<file path="src/rtl/fir_filter_if.sv">
// Streaming sample interface for fir_filter: valid-qualified input samples and filtered results.
// Master is the sample source / result sink; slave is the filter.
interface fir_filter_if #(
  parameter int INPUT_WIDTH  = 16,
  parameter int OUTPUT_WIDTH = 26
);
  logic                           valid_in;
  logic signed [INPUT_WIDTH-1:0]  din;
  logic                           valid_out;
  logic signed [OUTPUT_WIDTH-1:0] dout;

  modport master (output valid_in, output din, input valid_out, input dout);
  modport slave  (input valid_in, input din, output valid_out, output dout);
endinterface

</file>
<file path="src/rtl/fir_filter.sv">
// Pipelined direct-form FIR with optional symmetric/anti-symmetric pre-adder and binary adder tree.
// Latency 1+L cycles (L = enabled pipeline stages); one sample per clock, no backpressure or stall.
// Define FIR_FILTER_ROUND_EN to round half-up (instead of truncate) when dout is narrower than the full result.
module fir_filter #(
  parameter int INPUT_WIDTH        = 16,
  parameter int COEFF_WIDTH        = 8,
  parameter int OUTPUT_WIDTH       = 26,
  parameter int OUTPUT_WIDTH_FULL  = 26,
  parameter int SYMMETRY           = 0,
  parameter int NUM_TAPS           = 37,
  parameter logic signed [COEFF_WIDTH-1:0] COEFFS [NUM_TAPS] = '{default: '0},
  parameter int PIPELINE_MUL       = 1,
  parameter int PIPELINE_PREADD    = 1,
  parameter int PIPELINE_ADD_RATIO = 1,
  parameter int OUTPUT_REG         = 1
) (
  input logic         clk,
  input logic         rst,
  fir_filter_if.slave bus
);
  localparam int IW         = INPUT_WIDTH;
  localparam int FW         = OUTPUT_WIDTH_FULL;
  localparam int OW         = OUTPUT_WIDTH;
  localparam int HALF       = NUM_TAPS / 2;
  localparam int P          = (SYMMETRY == 0) ? NUM_TAPS : (NUM_TAPS + 1) / 2;
  localparam int D          = (P > 1) ? $clog2(P) : 0;
  localparam int RATIO_SAFE = (PIPELINE_ADD_RATIO > 0) ? PIPELINE_ADD_RATIO : 1;
  localparam int NREG_ADD   = (PIPELINE_ADD_RATIO > 0) ? D / RATIO_SAFE : 0;
  localparam int PRE_EN     = (SYMMETRY != 0 && PIPELINE_PREADD != 0) ? 1 : 0;
  localparam int LAT        = PRE_EN + ((PIPELINE_MUL != 0) ? 1 : 0) + NREG_ADD + ((OUTPUT_REG != 0) ? 1 : 0);
  localparam int VD         = LAT + 1;

  // Number of partial sums alive after adder-tree level k.
  function automatic int lvl_cnt(input int k);
    int n;
    n = P;
    for (int i = 0; i < k; i++) n = (n + 1) / 2;
    return n;
  endfunction

  logic signed [IW-1:0] taps [NUM_TAPS];

  always_ff @(posedge clk) begin
    if (rst) begin
      for (int i = 0; i < NUM_TAPS; i++) taps[i] <= '0;
    end else if (bus.valid_in) begin
      taps[0] <= bus.din;
      for (int i = 1; i < NUM_TAPS; i++) taps[i] <= taps[i-1];
    end
  end

  logic signed [IW:0] pre_c [P];
  logic signed [IW:0] pre_q [P];

  // Mirrored taps fold together; the odd middle tap (and every tap when non-symmetric) passes alone.
  always_comb begin
    for (int i = 0; i < P; i++) begin
      if (SYMMETRY == 0 || i >= HALF)
        pre_c[i] = {taps[i][IW-1], taps[i]};
      else if (SYMMETRY == 1)
        pre_c[i] = {taps[i][IW-1], taps[i]} + {taps[NUM_TAPS-1-i][IW-1], taps[NUM_TAPS-1-i]};
      else
        pre_c[i] = {taps[i][IW-1], taps[i]} - {taps[NUM_TAPS-1-i][IW-1], taps[NUM_TAPS-1-i]};
    end
  end

  if (PRE_EN != 0) begin : g_pre_reg
    always_ff @(posedge clk) begin
      if (rst) begin
        for (int i = 0; i < P; i++) pre_q[i] <= '0;
      end else begin
        for (int i = 0; i < P; i++) pre_q[i] <= pre_c[i];
      end
    end
  end else begin : g_pre_comb
    assign pre_q = pre_c;
  end

  logic signed [FW-1:0] prod_c [P];

  always_comb begin
    for (int i = 0; i < P; i++) prod_c[i] = FW'(pre_q[i]) * FW'(COEFFS[i]);
  end

  // Level 0 holds the products; level k reduces pairs of level k-1, odd leftovers pass through.
  for (genvar k = 0; k <= D; k++) begin : lvl_g
    localparam int CNT    = lvl_cnt(k);
    localparam bit IS_REG = (k == 0) ? (PIPELINE_MUL != 0)
                                     : (PIPELINE_ADD_RATIO > 0 && (k % RATIO_SAFE) == 0);
    logic signed [FW-1:0] s_c [CNT];
    logic signed [FW-1:0] s   [CNT];

    if (k == 0) begin : g_src
      assign s_c = prod_c;
    end else begin : g_add
      localparam int PCNT = lvl_cnt(k - 1);
      for (genvar j = 0; j < CNT; j++) begin : node_g
        if (2 * j + 1 < PCNT) begin : g_sum
          assign s_c[j] = lvl_g[k-1].s[2*j] + lvl_g[k-1].s[2*j+1];
        end else begin : g_pass
          assign s_c[j] = lvl_g[k-1].s[2*j];
        end
      end
    end

    if (IS_REG) begin : g_reg
      always_ff @(posedge clk) begin
        if (rst) begin
          for (int j = 0; j < CNT; j++) s[j] <= '0;
        end else begin
          for (int j = 0; j < CNT; j++) s[j] <= s_c[j];
        end
      end
    end else begin : g_comb
      assign s = s_c;
    end
  end

  logic signed [FW-1:0] final_sum;
  logic signed [OW-1:0] scaled;

  assign final_sum = lvl_g[D].s[0];

  if (OW < FW) begin : g_narrow
    logic [FW-OW-1:0] unused_lsbs;
`ifdef FIR_FILTER_ROUND_EN
    localparam logic [FW-1:0] HALF_LSB = FW'(1) << (FW - OW - 1);
    logic signed [FW-1:0] rounded;
    assign rounded     = final_sum + HALF_LSB;
    assign scaled      = rounded[FW-1 -: OW];
    assign unused_lsbs = rounded[FW-OW-1:0];
`else
    assign scaled      = final_sum[FW-1 -: OW];
    assign unused_lsbs = final_sum[FW-OW-1:0];
`endif
  end else begin : g_wide
    assign scaled = OW'(final_sum);
  end

  logic signed [OW-1:0] dout_q;

  if (OUTPUT_REG != 0) begin : g_out_reg
    always_ff @(posedge clk) begin
      if (rst) dout_q <= '0;
      else     dout_q <= scaled;
    end
  end else begin : g_out_comb
    assign dout_q = scaled;
  end

  // The extra stage over LAT accounts for the tap-line capture itself.
  logic [VD-1:0] vsr;

  always_ff @(posedge clk) begin
    if (rst) vsr <= '0;
    else     vsr <= VD'({vsr, bus.valid_in});
  end

  assign bus.dout      = dout_q;
  assign bus.valid_out = vsr[VD-1];
endmodule

</file>
<file path="src/flat_wrapper.sv">
// flat-port wrapper written by rule: the top's interface ports become plain ports
module fir_filter_flat 
#(
  parameter int INPUT_WIDTH        = 16,
  parameter int COEFF_WIDTH        = 8,
  parameter int OUTPUT_WIDTH       = 26,
  parameter int OUTPUT_WIDTH_FULL  = 26,
  parameter int SYMMETRY           = 0,
  parameter int NUM_TAPS           = 37,
  parameter logic signed [COEFF_WIDTH-1:0] COEFFS [NUM_TAPS] = '{default: '0},
  parameter int PIPELINE_MUL       = 1,
  parameter int PIPELINE_PREADD    = 1,
  parameter int PIPELINE_ADD_RATIO = 1,
  parameter int OUTPUT_REG         = 1
)
  (clk, rst, bus_valid_in, bus_din, bus_valid_out, bus_dout);
  fir_filter_if #(.INPUT_WIDTH(INPUT_WIDTH), .OUTPUT_WIDTH(OUTPUT_WIDTH)) bus_i ();
  input logic clk;
  input logic rst;
  input wire logic [$bits(bus_i.valid_in)-1:0] bus_valid_in;
  input wire logic [$bits(bus_i.din)-1:0] bus_din;
  output wire logic [$bits(bus_i.valid_out)-1:0] bus_valid_out;
  output wire logic [$bits(bus_i.dout)-1:0] bus_dout;
  assign bus_i.valid_in = bus_valid_in;
  assign bus_i.din = bus_din;
  assign bus_valid_out = bus_i.valid_out;
  assign bus_dout = bus_i.dout;
  fir_filter #(.INPUT_WIDTH(INPUT_WIDTH), .COEFF_WIDTH(COEFF_WIDTH), .OUTPUT_WIDTH(OUTPUT_WIDTH), .OUTPUT_WIDTH_FULL(OUTPUT_WIDTH_FULL), .SYMMETRY(SYMMETRY), .NUM_TAPS(NUM_TAPS), .COEFFS(COEFFS), .PIPELINE_MUL(PIPELINE_MUL), .PIPELINE_PREADD(PIPELINE_PREADD), .PIPELINE_ADD_RATIO(PIPELINE_ADD_RATIO), .OUTPUT_REG(OUTPUT_REG)) u_core (.clk(clk), .rst(rst), .bus(bus_i));
endmodule
</file>
<file path="config.mk">
export PLATFORM = sky130hd
export DESIGN_NAME = fir_filter_flat
export DESIGN_NICKNAME = d
export VERILOG_FILES = /design/src/rtl/fir_filter_if.sv /design/src/rtl/fir_filter.sv /design/src/flat_wrapper.sv
export SDC_FILE = /design/constraint.sdc
export NUM_CORES = 1
export LEC_CHECK = 0
export CAP_MARGIN = 20
export CORE_MARGIN = 2
export CORE_UTILIZATION = 29
export CTS_CLUSTER_SIZE = 10
export DETAILED_ROUTE_END_ITERATION = 12
export PLACE_DENSITY = 0.82
export SYNTH_ARGS = -nofsm -noshare
export SYNTH_HDL_FRONTEND = slang
export SYNTH_SLANG_ARGS = --single-unit
</file>
<file path="constraint.sdc">
create_clock -name clk -period 0.9 [get_ports clk]
set_input_delay 0.09 -clock clk [delete_from_list [all_inputs] [get_ports clk]]
set_output_delay 0.09 -clock clk [all_outputs]
set_load 0.05 [all_outputs]
</file>
### Word-level counts from Yosys, hierarchy flattened

Memory sizes are Yosys's and may differ from the RTL's. A register that Yosys moved wholly into a read port is not among the register bits.
Index checks and enable logic that the tools add are counted.

| cells by class | value |
|---|---|
| add/subtract/negate cells | 36 |
| multiply operators | 0 |
| div/mod/pow operators | 0 |
| $lt $le $gt $ge | 0 |
| equal/unequal tests | 0 |
| shift operators | 0 |
| multiplexer cells | 44 |
| bitwise operators | 39 |
| reductions and logical operators | 1 |

Operator list:

| operator | number |
|---|---|
| 26-bit two-way mux | 40 |
| 26-bit adder | 18 |
| 26-bit adder (both inputs constant) | 18 |
| 1-bit OR | 39 |
| 26-bit OR reduction | 1 |
| 1-bit two-way mux | 4 |

| word-level totals | value |
|---|---|
| register bits | 9 |
| latch bits | 0 |
| memory bits (writable) | 1040 |
| ROM bits | 0 |
| input port bits | 19 |
| output and inout bits | 27 |
| logic and storage cells | 127 |
| memories | 6 |

Memory list:

| name | depth | width | read ports | clocked after memory_dff | wr ports | RTL line | source |
|---|---|---|---|---|---|---|---|
| u_core.lvl_g[1].s | 19 | 26 | 19 | 0 | 19 | fir_filter.sv:91 | `logic signed [FW-1:0] s [CNT];` |
| u_core.lvl_g[2].s | 10 | 26 | 10 | 0 | 10 | fir_filter.sv:91 |  |
| u_core.lvl_g[3].s | 5 | 26 | 5 | 0 | 5 | fir_filter.sv:91 |  |
| u_core.lvl_g[4].s | 3 | 26 | 3 | 0 | 3 | fir_filter.sv:91 |  |
| u_core.lvl_g[5].s | 2 | 26 | 2 | 0 | 2 | fir_filter.sv:91 |  |
| u_core.lvl_g[6].s | 1 | 26 | 1 | 1 | 1 | fir_filter.sv:91 |  |

### Depth between registers and ports, before layout

Gate-level depths: netlist (run 1).

| depth | value |
|---|---|
| depth in word-level cells | 3 |
| mapped depth | 1 |
| depth with buffers taken out | 1 |

### Worst setup path before layout (run 1)

Ideal clock, no wire load.

| timing path | value |
|---|---|
| path kind | register to output |
| from | reg u_core.vsr[8] |
| to | out bus_valid_out |
| data arrival time | 587 ps |
| data required time | 810 ps |
| setup slack | 223 ps |
| cell stages (with the launch flop) | 1 |
| path buffers | 0 |
| cell sequence | dfxtp_1 |

RTL lines:

| item | RTL line | source |
|---|---|---|
| start, declared | fir_filter.sv:152 | `logic [VD-1:0] vsr;` |
| start signal, assigned | fir_filter.sv:156 | `else vsr <= VD'({vsr, bus.valid_in});` |
| end, declared | flat_wrapper.sv:22 | `output wire logic [$bits(bus_i.valid_out)-1:0] bus_valid_out;` |

No word-level cell between the ends.

### Final worst setup path (run 1)

| timing path | value |
|---|---|
| from | reg u_core.vsr[8] |
| to | out bus_valid_out |

No word-level cell between the ends.

==> key figures, run 1 <==
Worst setup path
  – CP Launch Point: u_core.vsr[8]$_SDFF_PP0_
  – Startpoint types: flop
  – Worst Reg2Reg Path Length in Cells: 1
  – CP cell instances: buf_12
  – Crit Path Max Fanout: 1
  – Crit path depth: 1
  – Max incr delay on CP: 0.35 ns
  – Critical Path RT: around 0.81 ns
  – Worst path bufs/invs: 1
  – Crit-path slowest cell: dfxtp_1
  – Worst reg2reg path endpoint: u_core.vsr[8]$_SDFF_PP0_
  – Crit. End Element: output pin
  – R2R Setup Slk: 0.37 ns
  – Worst Path Class, Setup: reg2out
  – Delay-heaviest family, CP: flip-flops
  – Worst Path Arrival: ~0.75 ns
  – CP Capture Point: bus_valid_out
  – FF-to-FF Start: u_core.vsr[7]$_SDFF_PP0_

Yosys
  – EDFF count, synth: 0
  – Most numerous cell in the Yosys netlist: buf_4
  – Share of the synthesized area in the top cell type: 44.8%
  – Main area contributors after synthesis: buf_4 (45%), dfxtp_1 (41%), nor2b_1 (13%)
  – Sequential area share after synthesis: about 41%
  – Avg Cell Area, Syn: 9.68 um2
  – Synth cell count leaders: buf_4 (26), dfxtp_1 (9), nor2b_1 (9)
  – Netlist cell types: 4
  – Ys Warns: 0
  – Synth Instances: 45
  – FFs w/ async S/R, synth: 0%
  – Flops & latches, synth: 9
  – Synth Cell Area: 435 um2
  – Leading area contributor after synthesis: buf_4
  – Ys flop type: dfxtp_1

Timing
  – Unrepaired setup endpoints after global routing: no
  – Setup ws final: 0.0612 ns
  – Endpoints failing setup: 0
  – Achievable frequency: 1190 MHz
  – Fin crit period: 0.839 ns
  – Total negative setup slack: 0 ns
  – Hold Violations, Final: 0
  – Pins Over Slew Limit: 0
  – Worst Clk Skew: 0.00165 ns
  – Period utilization: 93.2%

Hold path
  – Worst Hold Class: in2reg
  – HP Start: bus_valid_in

Place
  – Final GP Congestion: slightly below 0.5
  – # port buffers: 3
  – Setup WS pre-CTS: -0.0322 ns
  – DP HPWL: 297 um
  – Dpl cell area: 393 um2
  – Placed instance count: 62

Power
  – Peak supply drop: 1130 uV
  – PwrDens: 2300 nW/um2
  – PnR Total Power: 0.963 mW
  – Leakage: 0.208 nW

GRT
  – Total gr overflow: 0
  – Largest net degree at the start of global routing: 10
  – Initial antenna violation count: 0
  – Met3 Use GR: 7.66%
  – Busiest metal layer after global routing: met3
  – Vias in the first global route: 129
  – Total GRT Usage: 4.82%
  – M1 GR Usage: 3.62%
  – GR met2 Demand/Resource: between 4 and 5%
  – First-pass GRT wire length: 469 um

Run
  – Max-Cap Viols: 0

Clocking
  – CTS tree: built
  – Postcts setup bufs: 0
  – Clock sinks: 9
  – Clk pin slew, worst setup/hold paths: 0.06 ns
  – H-tree Lvls: 1
  – Clk Latency, worst-skew pair: between 0.2 and 0.3 ns
  – Hold buffer count at cts: 0
  – TritonCTS buffer count: 3
  – Post-cts sizing count: 0
  – Buffer depth of the longest clock path: 2
  – CTS root buf: clkbuf_4

Detailed routing
  – DRT Pass-1 Iters: 2
  – Vias/cell: 3.05
  – Initial DRC count: 2
  – Via count: 201
  – Final antenna-violating net count: 0
  – Routed WL: around 400 um
  – DRC violations left: 0
  – Detailed-route wire length per cell: 5.98 um

Layout
  – Diodes inserted: 0
  – Area Growth Syn to Fin: -3.74%
  – Most flops, register: u_core.vsr
  – Final instance area: 419 um2
  – Fin nets: 71
  – Post-route insts no fill: 66
  – Largest register FFs: 9
  – Regs by FF count: u_core.vsr: 9 flops
  – Share of post-route cells with drive strength above 1: 7.84%

Floorplanning
  – Initial core utilization: approximately 32%
  – Die H: 42.8 um
  – Row cnt: 13
  – Die area: 1830 um2
  – I/O pin cnt: between 40 and 50
  – Die Wd: 42.8 um
  – Area of the core: around 1400 um2

Outcome
  – Status: completed
[power by group]
group / leakage (nW) / switching, mW / internal (mW)
Combinational: 0.120 / 0.243 / 0.0116
Sequential: 0.0731 / 0.00139 / 0.405
Clock: 0.0150 / 0.131 / 0.170
[routing by layer]
layer,wire length (um),share of wire [%],vias up
li1,-,-,94
met1,124,31,91
met2,197,50,16
met3,74,19,0
met4,0,0,0
met5,0,0,-
[layout make-up]
cell class,count,area [um2]
tap,15,18.8
multi-input combinational,35,154
sequential,9,180
clock buffer,4,26.3
fill,159,931
timing repair buffer,3,40.0
[how the worst min path moves through the flow]
stage                                           to  slack [ns]  depth (start not counted)
after detailed placement  u_core.vsr[7]$_SDFF_PP0_        0.43                          1
after global routing      u_core.vsr[0]$_SDFF_PP0_        0.39                          2
after floorplan           u_core.vsr[0]$_SDFF_PP0_        0.16                          1
after CTS                 u_core.vsr[0]$_SDFF_PP0_        0.38                          2
final                     u_core.vsr[0]$_SDFF_PP0_        0.39                          2
after global placement    u_core.vsr[2]$_SDFF_PP0_        0.42                          1
[metrics by stage]
| stage | hold WS [ns] | utilization (%) |
|---|---|---|
| finish | 0.388 | 31.0 |
| global route | 0.390 | 31.0 |
| CTS | 0.381 | 31.0 |
| detailed placement | 0.429 | 29.1 |
| global placement | 0.421 | 29.1 |
| floorplan | 0.162 | - |
[cells in the final DEF (no fill, tap or decap)]
cell type / n
conb_1: 26
clkbuf_1: 1
clkbuf_4: 3
dfxtp_1: 9
buf_12: 1
nor2b_1: 9
clkdlybuf4s50_1: 2
[cells by family (layout without fill, tap and decap cells)]
group / count (synthesis) / in the layout / share of synthesized area, %
flip-flops: 9 / 9 / 41.4
AND/OR/NAND/NOR: 9 / 9 / 12.9
buffers and inverters: 26 / 7 / 44.8
other: 1 / 26 / 0.861
No activity file was read; power rests on OpenSTA's default activity.
==> run 2, diff against run 1 <==
CTS_CLUSTER_DIAMETER = 80   (was not set)
==> results of run 2 <==
The final DEF is identical to that of run 1; final timing and power are the same.
==> run 3, diff against run 2 <==
CAP_MARGIN = not set   (was 20)
==> results of run 3 <==
The final DEF is identical to that of run 1; final timing and power are the same.
